<file path="src/rtl/taillight_pwm_dimmer_if.sv">
// Lamp command/drive bundle between the turn/hazard sequencer side and the dimmer.
interface taillight_pwm_dimmer_if #(
  parameter int unsigned LAMPS    = 3,
  parameter int unsigned PWM_BITS = 4
);
  logic                lights;
  logic                ramp_en;
  logic [PWM_BITS-1:0] dim_level;
  logic [LAMPS-1:0]    cmd_l;
  logic [LAMPS-1:0]    cmd_r;
  logic [LAMPS-1:0]    lamp_l;
  logic [LAMPS-1:0]    lamp_r;
  logic                settled;

  // Sequencer/testbench side: issues commands, observes lamp drive.
  modport master (
    output lights, ramp_en, dim_level, cmd_l, cmd_r,
    input  lamp_l, lamp_r, settled
  );

  // Dimmer side: consumes commands, produces lamp drive.
  modport slave (
    input  lights, ramp_en, dim_level, cmd_l, cmd_r,
    output lamp_l, lamp_r, settled
  );
endinterface

</file>
<file path="src/rtl/taillight_pwm_dimmer.sv">
// PWM tail-light dimmer: per-lamp brightness level with optional fade ramp,
// unlit lamps glow at dim_level while headlights are on.
module taillight_pwm_dimmer #(
  parameter int unsigned LAMPS        = 3,
  parameter int unsigned PWM_BITS     = 4,
  parameter int unsigned RAMP_PERIODS = 2
) (
  input  logic                   dimclk,
  input  logic                   reset,
  taillight_pwm_dimmer_if.slave  bus
);

  localparam int unsigned NLAMP = 2 * LAMPS;
  localparam int unsigned PRE_W = (RAMP_PERIODS > 1) ? $clog2(RAMP_PERIODS) : 1;
  localparam logic [PWM_BITS-1:0] MAX      = '1;
  localparam logic [PRE_W-1:0]    PRE_LAST = PRE_W'(RAMP_PERIODS - 1);

  logic [PWM_BITS-1:0]                  cnt_q, cnt_d;
  logic [PRE_W-1:0]                     pre_q, pre_d;
  logic [NLAMP-1:0][PWM_BITS-1:0]       lvl_q, lvl_d;
  logic [NLAMP-1:0]                     lamp_q, lamp_d;
  logic                                 settled_q, settled_d;
  logic [NLAMP-1:0][PWM_BITS-1:0]       tgt_c;
  logic [NLAMP-1:0]                     cmd_all_c;
  logic                                 wrap_c;
  logic                                 step_c;

  // Left bank occupies the low indices, right bank the high ones.
  assign cmd_all_c = {bus.cmd_r, bus.cmd_l};

  // Free-running PWM counter and wrap prescaler; a step fires on the last wrap of a ramp period.
  always_comb begin
    wrap_c = (cnt_q == MAX);
    step_c = wrap_c && (pre_q == PRE_LAST);
    cnt_d  = cnt_q + 1'b1;
    pre_d  = pre_q;
    if (step_c) begin
      pre_d = '0;
    end else if (wrap_c) begin
      pre_d = pre_q + 1'b1;
    end
  end

  // Per-lamp target: commanded lamps full on, others glow only with headlights.
  always_comb begin
    tgt_c = '0;
    for (int unsigned i = 0; i < NLAMP; i++) begin
      if (cmd_all_c[i]) begin
        tgt_c[i] = MAX;
      end else if (bus.lights) begin
        tgt_c[i] = bus.dim_level;
      end
    end
  end

  // Level update (jump or single step), PWM compare and settle detection.
  always_comb begin
    lvl_d     = lvl_q;
    lamp_d    = '0;
    settled_d = 1'b1;
    for (int unsigned i = 0; i < NLAMP; i++) begin
      if (!bus.ramp_en) begin
        lvl_d[i] = tgt_c[i];
      end else if (step_c) begin
        if (lvl_q[i] < tgt_c[i]) begin
          lvl_d[i] = lvl_q[i] + 1'b1;
        end else if (lvl_q[i] > tgt_c[i]) begin
          lvl_d[i] = lvl_q[i] - 1'b1;
        end
      end
      lamp_d[i] = (lvl_q[i] == MAX) || (cnt_q < lvl_q[i]);
      settled_d = settled_d & (lvl_q[i] == tgt_c[i]);
    end
  end

  // State and output registers with synchronous reset.
  always_ff @(posedge dimclk) begin
    if (reset) begin
      cnt_q     <= '0;
      pre_q     <= '0;
      lvl_q     <= '0;
      lamp_q    <= '0;
      settled_q <= 1'b1;
    end else begin
      cnt_q     <= cnt_d;
      pre_q     <= pre_d;
      lvl_q     <= lvl_d;
      lamp_q    <= lamp_d;
      settled_q <= settled_d;
    end
  end

  assign bus.lamp_l  = lamp_q[LAMPS-1:0];
  assign bus.lamp_r  = lamp_q[NLAMP-1:LAMPS];
  assign bus.settled = settled_q;

endmodule

</file>
<file path="src/flat_wrapper.sv">
// flat-port wrapper written by rule: the top's interface ports become plain ports
module taillight_pwm_dimmer_flat 
#(
  parameter int unsigned LAMPS        = 3,
  parameter int unsigned PWM_BITS     = 4,
  parameter int unsigned RAMP_PERIODS = 2
)
  (dimclk, reset, bus_lights, bus_ramp_en, bus_dim_level, bus_cmd_l, bus_cmd_r, bus_lamp_l, bus_lamp_r, bus_settled);
  taillight_pwm_dimmer_if #(.LAMPS(LAMPS), .PWM_BITS(PWM_BITS)) bus_i ();
  input  logic dimclk;
  input  logic reset;
  input wire logic [$bits(bus_i.lights)-1:0] bus_lights;
  input wire logic [$bits(bus_i.ramp_en)-1:0] bus_ramp_en;
  input wire logic [$bits(bus_i.dim_level)-1:0] bus_dim_level;
  input wire logic [$bits(bus_i.cmd_l)-1:0] bus_cmd_l;
  input wire logic [$bits(bus_i.cmd_r)-1:0] bus_cmd_r;
  output wire logic [$bits(bus_i.lamp_l)-1:0] bus_lamp_l;
  output wire logic [$bits(bus_i.lamp_r)-1:0] bus_lamp_r;
  output wire logic [$bits(bus_i.settled)-1:0] bus_settled;
  assign bus_i.lights = bus_lights;
  assign bus_i.ramp_en = bus_ramp_en;
  assign bus_i.dim_level = bus_dim_level;
  assign bus_i.cmd_l = bus_cmd_l;
  assign bus_i.cmd_r = bus_cmd_r;
  assign bus_lamp_l = bus_i.lamp_l;
  assign bus_lamp_r = bus_i.lamp_r;
  assign bus_settled = bus_i.settled;
  taillight_pwm_dimmer #(.LAMPS(LAMPS), .PWM_BITS(PWM_BITS), .RAMP_PERIODS(RAMP_PERIODS)) u_core (.dimclk(dimclk), .reset(reset), .bus(bus_i));
endmodule
</file>
<file path="config.mk">
export PLATFORM = sky130hd
export DESIGN_NAME = taillight_pwm_dimmer_flat
export DESIGN_NICKNAME = d
export VERILOG_FILES = /design/src/rtl/taillight_pwm_dimmer_if.sv /design/src/rtl/taillight_pwm_dimmer.sv /design/src/flat_wrapper.sv
export SDC_FILE = /design/constraint.sdc
export NUM_CORES = 1
export LEC_CHECK = 0
export BUFFER_PORTS_ARGS = -buffer_cell sky130_fd_sc_hd__buf_2
export CAP_MARGIN = 20
export CORE_MARGIN = 2
export CORE_UTILIZATION = 46
export CTS_CLUSTER_DIAMETER = 150
export DETAILED_ROUTE_END_ITERATION = 16
export SLEW_MARGIN = 10
export SYNTH_ARGS = -nofsm -noshare
export SYNTH_HDL_FRONTEND = slang
export SYNTH_SLANG_ARGS = --single-unit
</file>
<file path="constraint.sdc">
create_clock -name dimclk -period 5.04 [get_ports dimclk]
set_input_delay 0.756 -clock dimclk [delete_from_list [all_inputs] [get_ports dimclk]]
set_output_delay 0.756 -clock dimclk [all_outputs]
set_load 0.01 [all_outputs]
</file>
; ---- Yosys cells after proc, flatten, opt, wreduce, memory -nomap -nowiden
; Index checks and enable logic that the tools add are counted.
[totals]
n_memories = 0
mem_bits_ro = 0
latchBits = 0
output_inout_bits = 7
register_bits = 36
ramBits = 0
elab_cells = 112
[op_classes]
n_lt_le_gt_ge = 18
n_div = 0
addsub = 14
n_bitwise = 5
mul = 0
n_eq_ne = 20
muxes = 31
reduce_logical = 14
n_shift = 0
[op_table]
columns = operator, n
row1 = two-way mux 4 bit, 31
row2 = less-than comparator 4 bit, 12
row3 = "adder 4 x 1 -> 4 bit, second input constant", 7
row4 = "equality test 4 bit, second input constant", 7
row5 = equality test 4 bit, 6
row6 = > comparator 4 bit, 6
row7 = "subtractor 4 x 1 -> 4 bit, second input constant", 6
row8 = "inequality test 3 x 1 -> 1 bit, second input constant", 6
row9 = AND reduction 2 bit, 6
row10 = logical OR 1 bit, 6
row11 = AND 1 bit, 5
row12 = "inequality test 2 x 1 -> 1 bit, second input constant", 1
row13 = OR reduction 2 bit, 1
row14 = "adder 1 bit, second input constant", 1
row15 = logical AND 1 bit, 1

; ---- Depth between registers and ports, before layout
; Gate-level depths: netlist of run 1.
[logic_depth]
word_depth = 8
mapped_depth = 13

; ---- Least setup slack after synthesis of run 1
; OpenSTA, ideal clock, no wires.
[synth_path]
path_kind = input port to flip-flop
startpoint = input port bus_dim_level[1]
endpoint = register u_core.lvl_q[3] (netlist name)
arrival_ns = 3.262
setup_slack_ns = 1.691
setup_ns = 0.087
path_stages = 13
cell_sequence = and2_1 clkbuf_1 nor2_1 ha_1 nor2b_1 o211ai_1 nand2_1 ha_1 a21oi_1 a21oi_1 o2111ai_1 or3b_1 o31ai_1
[synth_between]
elab_chain_len = 6
[synth_lines]
columns = item, line
row1 = from (decl), flat_wrapper.sv:14  ; input wire logic [$bits(bus_i.dim_level)-1:0] bus_dim_level;
row2 = two-way mux 4 bit (*), taillight_pwm_dimmer.sv:50  ; end else if (bus.lights) begin
row3 = two-way mux 4 bit (*), taillight_pwm_dimmer.sv:48  ; if (cmd_all_c[i]) begin
row4 = less-than comparator 4 bit, taillight_pwm_dimmer.sv:65  ; if (lvl_q[i] < tgt_c[i]) begin
row5 = two-way mux 4 bit, taillight_pwm_dimmer.sv:65
row6 = two-way mux 4 bit, taillight_pwm_dimmer.sv:64  ; end else if (step_c) begin
row7 = two-way mux 4 bit, taillight_pwm_dimmer.sv:62  ; if (!bus.ramp_en) begin
row8 = to (signal assigned), taillight_pwm_dimmer.sv:87  ; lvl_q <= lvl_d;
row9 = to (decl), taillight_pwm_dimmer.sv:20  ; logic [NLAMP-1:0][PWM_BITS-1:0] lvl_q, lvl_d;
; Every way passes the cells marked *; elsewhere a longest branch is shown, timed or not. The select of a mux whose other input is x is not followed.
; A chain may end at the register's enable or synchronous reset.

; ---- Worst setup path in the final report of run 1
[layout_path]
startpoint = input port bus_lights
endpoint = register u_core.lvl_q[3] (netlist name)
[layout_between]
elab_chain_len = 6
[layout_lines]
columns = item, line
row1 = from (decl), flat_wrapper.sv:12  ; input wire logic [$bits(bus_i.lights)-1:0] bus_lights;
row2 = two-way mux 4 bit (*), taillight_pwm_dimmer.sv:50
row3 = two-way mux 4 bit (*), taillight_pwm_dimmer.sv:48
row4 = less-than comparator 4 bit, taillight_pwm_dimmer.sv:65
row5 = two-way mux 4 bit, taillight_pwm_dimmer.sv:65
row6 = two-way mux 4 bit, taillight_pwm_dimmer.sv:64
row7 = two-way mux 4 bit, taillight_pwm_dimmer.sv:62
; Marks and branches as above.

==> out/qor.yml, run 1 <==
cts_sinks: 36
clock_path_buffers: 2
syn_area_per_cell_sq_um: 8.18
antenna_cells: 0
yosys.area.top_type: "dfxtp_1"
grt.overflow.total: 0
fin_crit_ns: 3.47
drt_iter0_drc: 139
setup_ws_ns: 1.57
setup_viol: 0
finalCritPeriodShare: 0.688
cts_root_buf: "clkbuf_8"
start_kind: "input pin"
p_total_mw: 0.908
grt_use_total: 0.223
tns_ns: 0
max_freq_mhz: 288
grt_pass1_vias: 2751
drive_gt1_frac: 0.0863
dp_slack_ns: 1.26
ys_ff_latch: 36
synthTopCellsByCount: "55 x ha_1, 37 x a21oi_1, 37 x nor2_1"
synth_cell_type_count: 43
grt_max_degree: 40
cts_hold_buffers: 0
syn-num-nets: 479
finalNonFillerCells: 513
final-hold-violation-count: 0
maxCapViolCount: 0
status: "complete, no violations"
area_growth_pct: 8.30
cts_resized: 0
nets: 491
wire_per_inst_um: 15.5
leakage_nw: 1.64
dr.pass1.iters: 4
ant_nets: 0
place_hpwl_um: 5800
synth.area.top_cells: "dfxtp_1 22%, ha_1 21%, a21oi_1 5.6%, a21o_1 4.8%, nor2_1 4.2%"
grt_pass1_wl_um: 13600
netlist_instances: 404
cts.clk_slew.worst_paths_ns: 0.08
synth-edff-count: 0
initial_utilization: 0.481
gp_congestion: 0.842
worst_hold_path_type: "flip-flop to flip-flop"
ir_worst_vdd_mv: 0.130
viasPerCell: 5.72
core_area_sq_um: 6870
cp.arrival_ns: 3.68
vias: 2933
powerDensity_nw_per_um2: 254
fp.dieH_um: 88.7
yosys.area.top_type_share: 0.218
yosys_warnings: 0
drc: 0
criticalPathCategory: "input pin to flip-flop"
rsz0062_at_grt: "false"
numPortBuffers: 20
antenna_found_initial: 0
cts_tree: "yes"
synth-async-reset-ratio: 0
wl_um: 7960
worstMarginPinSlew_ns: 0.787
synth.most_common_cell: "ha_1"
fin_skew_ns: 0.00644
ios: 21
synth_ff_type: "dfxtp_1"
place_inst: 505
cp_max_fo: 6
die_w_um: 88.7
critPathRequiredTime_ns: 5.25
placementRows: 30
clkLatencyLatePin_ns: 0.30
htreeDepth: 2
dieArea_sq_um: 7870
crit_path_end_kind: "flip-flop"
fillers: 677
netlist_area_sq_um: 3300
utilization: 0.521
slew_viol_final: 0
cts_buffers: 5
cts_setup_buffers: 0
synth-seq-area-share: 0.218
slew_headroom: 0.476
## layout by cell type, fill, tap and decap left out, types with 3 or more instances in the layout
| cell type | n |
|---|---|
| and3_1 | 4 |
| nor2_1 | 37 |
| dfxtp_1 | 36 |
| and2_1 | 5 |
| a21oi_1 | 37 |
| a211oi_1 | 7 |
| a211o_1 | 4 |
| clkbuf_8 | 5 |
| xnor2_1 | 5 |
| fa_1 | 6 |
| nand3b_1 | 3 |
| nand4_1 | 12 |
| nand2b_1 | 12 |
| nor2b_1 | 5 |
| a21o_1 | 21 |
| nand3_1 | 14 |
| inv_1 | 27 |
| buf_2 | 20 |
| nand2_1 | 21 |
| a21boi_0 | 3 |
| ha_1 | 55 |
| nor3_1 | 3 |
| xor2_1 | 8 |
| mux2i_1 | 4 |
| o21ai_0 | 25 |
| a22oi_1 | 4 |
| o211ai_1 | 8 |
## where the power goes
group / switching [mW] / internal [mW]
registers: 0.0360 / 0.312
logic: 0.157 / 0.137
clock network: 0.120 / 0.147
## through the flow
stage | cell area (sq um) | hold slack, ns
3_3_place_gp | 3470 | 0.494
3_5_place_dp | 3470 | 0.504
5_1_grt | 3580 | 0.557
2_1_floorplan | 3300 | 0.459
4_1_cts | 3580 | 0.521
6_report | 3580 | 0.523
## area by class of cell
type,instances,area (sq um),area share
clock buffer,5,68.8,0.0192
clock inverter,3,42.5,0.0119
inverter,28,105,0.0294
multi-input combinational,325,2420,0.676
sequential,36,721,0.201
tap,96,120,0.0336
timing repair buffer,20,100,0.0280
## routing by layer
| layer | GRT usage | share of wire |
|---|---|---|
| met5 | 0 | 0 |
| met2 | 0.364 | 0.46 |
| met4 | 0.0730 | 0.019 |
| met1 | 0.301 | 0.48 |
| met3 | 0.0354 | 0.037 |
## worst max-delay path: stages
cell and delay (ns):
buf_2 0.11, and2_1 0.29, nor2_1 0.11, ha_1 0.31, nor2b_1 0.14, o211ai_1 0.34
nand2_1 0.20, ha_1 0.38, a21oi_1 0.21, a21oi_1 0.11, o2111ai_1 0.19, or3b_1 0.36
o31ai_1 0.18
## cells by family (layout without fill, tap and decap cells)
group	after synthesis	after routing	synth area share
muxes	4	4	0.0121
adders and majority gates	61	61	0.245
AOI/OAI and AO/OA	124	124	0.253
xor gates and xnor gates	13	13	0.0345
and+or+nand+nor	123	123	0.188
DFF	36	36	0.218
buffers and inverters	43	56	0.0492
## final timing paths
kind / slack [ns] / from / depth (start not counted) / end
min reg2reg: 0.52 / u_core.lvl_q[23]$_SDFFE_PP0P_ / 2 / u_core.lamp_q[5]$_SDFF_PP0_
min: 0.52 / u_core.lvl_q[23]$_SDFFE_PP0P_ / 2 / u_core.lamp_q[5]$_SDFF_PP0_
max reg2reg: 2.08 / u_core.lvl_q[1]$_SDFFE_PP0P_ / 10 / u_core.lvl_q[3]$_SDFFE_PP0P_
max: 1.57 / bus_lights / 13 / u_core.lvl_q[3]$_SDFFE_PP0P_
## registers in the layout (all words and copies together) (netlist names)
register / count
u_core.bus.settled: 1
u_core.cnt_q: 4
u_core.lamp_q: 6
u_core.lvl_q: 24
u_core.pre_q: 1
No activity file was read; power rests on OpenSTA's default activity.
==> inputs of run 2 (changes only) <==
==> constraint.sdc (replaced) <==
create_clock -name dimclk -period 3.42 [get_ports dimclk]
set_input_delay 0.513 -clock dimclk [delete_from_list [all_inputs] [get_ports dimclk]]
set_output_delay 0.513 -clock dimclk [all_outputs]
set_load 0.01 [all_outputs]
==> run 2 against run 1 <==
Non-clock buffer count up 13. Total power increased by 49%. Core utilization increased by 1.4 points. Register-to-register slack worse by 1.4 ns.
==> out/qor.yml, run 2 (synthesis gave the netlist of run 1 again) <==
status: "complete, no violations"  # unchanged
htreeDepth: 2  # unchanged
antenna_cells: 0  # unchanged
finalCritPeriodShare: 0.876
grt.overflow.total: 0  # unchanged
powerDensity_nw_per_um2: 368  # was 254 nW/um^2
setup_viol: 0  # unchanged
reg.largest.list: "u_core.lvl_q (24), u_core.lamp_q (6), u_core.cnt_q (4)"  # unchanged
critical_path.cell_chain: "buf_2 -> and2_1 -> nor2_1 -> ha_1 -> nor2b_1 -> o211ai_1 -> nand2_1 -> ha_1 -> a21oi_1 -> a21oi_1 -> o2111ai_1 -> or3b_1 -> o31ai_1"  # unchanged
cts_buffers: 5  # unchanged
drc: 0  # unchanged
fp.dieH_um: 88.7  # unchanged
largest_reg_flops: 24  # unchanged
die_w_um: 88.7  # unchanged
antenna_found_initial: 0  # unchanged
regToRegSetupSlack_ns: 0.72  # was 2.08 ns
numPortBuffers: 20  # unchanged
r2r_cells: 10  # unchanged
fillers: 648  # was 677
slowest_stage: "ha_1"  # unchanged
timing.rr.end: "u_core.lvl_q[3]$_SDFFE_PP0P_"  # unchanged
maxCapViolCount: 0  # unchanged
layout_common_cells: "55 x ha_1, 37 x nor2_1, 37 x a21oi_1"  # unchanged
fin_skew_ns: 0.00186  # was 0.00644 ns
top_usage_layer: "met2"  # unchanged
final-hold-violation-count: 0  # unchanged
fin_worst_hold_slack_ns: 0.520  # was 0.523 ns
critPathRequiredTime_ns: 3.63  # was 5.25 ns
max_freq_mhz: 334
cts_root_buf: "clkbuf_8"  # unchanged
utilization: 0.535  # was 0.521
gr-usage-met1: 0.302  # was 0.301
dieArea_sq_um: 7870  # unchanged
endpoint: "u_core.lvl_q[3]$_SDFFE_PP0P_"  # unchanged
area_growth_pct: 11.2  # was 8.30%
gp_congestion: 0.831  # was 0.842
place_inst: 518  # was 505
criticalPathCategory: "input pin to flip-flop"  # unchanged
regToRegStartpoint: "u_core.lvl_q[1]$_SDFFE_PP0P_"  # unchanged
start_kind: "input pin"  # unchanged
cts_resized: 0  # unchanged
cp_max_fo: 6  # unchanged
viasPerCell: 5.75  # was 5.72
grt_pass1_wl_um: 14200  # was 13600 um
final_common_cell: "ha_1"  # unchanged
worstMarginPinSlew_ns: 0.604  # was 0.787 ns
grtUsageMet3: 0.0354  # unchanged
ios: 21  # unchanged
place_hpwl_um: 6190  # was 5800 um
tns_ns: 0  # unchanged
cts_tree: "yes"  # unchanged
nets: 504  # was 491
vias: 3027  # was 2933
use_met2: 0.390  # was 0.364
regMostFlops: "u_core.lvl_q"  # unchanged
worst_hold_path_type: "flip-flop to flip-flop"  # unchanged
grt_max_degree: 25  # was 40
core_area_sq_um: 6870  # unchanged
cts_hold_buffers: 0  # unchanged
holdPathStages: 2  # unchanged
crit_cells: 13  # unchanged
drive_gt1_frac: 0.114  # was 0.0863
cts_sinks: 36  # unchanged
grt_use_total: 0.231  # was 0.223
critPathMaxStageDelay_ns: 0.37  # was 0.38 ns
ant_nets: 0  # unchanged
slew_viol_final: 0  # unchanged
wire_per_inst_um: 15.8  # was 15.5 um
crit_buf_inv: 1  # unchanged
crit_path_end_kind: "flip-flop"  # unchanged
dr.pass1.iters: 4  # unchanged
leakage_nw: 1.70  # was 1.64 nW
slew_headroom: 0.595  # was 0.476
clock_path_buffers: 2  # unchanged
critPathLaunch: "bus_lights"  # unchanged
clkLatencyLatePin_ns: 0.29  # was 0.30 ns
critPathTopFamily: "simple AND/OR/NAND/NOR gates"  # unchanged
cts.clk_slew.worst_paths_ns: 0.08  # about the same
cts_setup_buffers: 0  # unchanged
grt_pass1_vias: 2970  # was 2751
wl_um: 8320  # was 7960 um
fin_crit_ns: 3.00
rsz0062_at_grt: "false"  # unchanged
cp.arrival_ns: 3.21  # was 3.68 ns
initial_utilization: 0.481  # unchanged
placementRows: 30  # unchanged
finalNonFillerCells: 526  # was 513
drt_iter0_drc: 121  # was 139
ir_worst_vdd_mv: 0.152  # was 0.130 mV
-- run 2: cell types whose count changed in the layout (fill, tap and decap cells not counted) --
cell | before | now
buf_4 | 0 | 13
-- run 2: stage by stage --
step                power [mW]  instance area [sq um]  setup slack, ns
detailed placement       0.968                   3560           0.0908
floorplan                0.848                   3300            0.314
global route              1.45                   3670            0.184
CTS                       1.36                   3670            0.411
finish                    1.35                   3670            0.423
global placement         0.959                   3560            0.190
-- run 2: per-layer routing --
metal	vias up	part of all wire
li1	1517	-
met1	1435	0.47
met2	58	0.47
met3	17	0.040
met4	0	0.020
met5	-	0
-- run 2: power by group --
| group | leakage (nW) | total [mW] | switching [mW] | internal, mW |
|---|---|---|---|---|
| clock | 0.0541 | 0.392 | 0.176 | 0.216 |
| combinational | 1.34 | 0.448 | 0.236 | 0.212 |
| sequential | 0.298 | 0.513 | 0.0528 | 0.460 |
-- run 2: area by class of cell --
class	count	area (sq um)	share of cell area
Tap cell	96	120	0.0327
Multi-Input combinational cell	325	2420	0.658
Clock buffer	5	68.8	0.0187
Inverter	28	105	0.0286
Sequential cell	36	721	0.196
Clock inverter	3	42.5	0.0116
Timing Repair Buffer	33	198	0.0538
-- run 2: worst min path at each step --
stage | from | endpoint | slack, ns
final | u_core.lvl_q[23]$_SDFFE_PP0P_ | u_core.lamp_q[5]$_SDFF_PP0_ | 0.52
after global routing | u_core.lvl_q[19]$_SDFFE_PP0P_ | u_core.lamp_q[4]$_SDFF_PP0_ | 0.56
after CTS | u_core.lvl_q[23]$_SDFFE_PP0P_ | u_core.lamp_q[5]$_SDFF_PP0_ | 0.52
after detailed placement | u_core.lvl_q[23]$_SDFFE_PP0P_ | u_core.lamp_q[5]$_SDFF_PP0_ | 0.51
after global placement | u_core.pre_q$_SDFFE_PP0N_ | u_core.pre_q$_SDFFE_PP0N_ | 0.50
after floorplan | u_core.cnt_q[0]$_SDFF_PP0_ | u_core.cnt_q[0]$_SDFF_PP0_ | 0.46
-- run 2: tightest hold or removal path, stage by stage (launching register included) --
cell	delay [ns]
dfxtp_1	0.34
nand4_1	0.09
a21oi_1	0.05
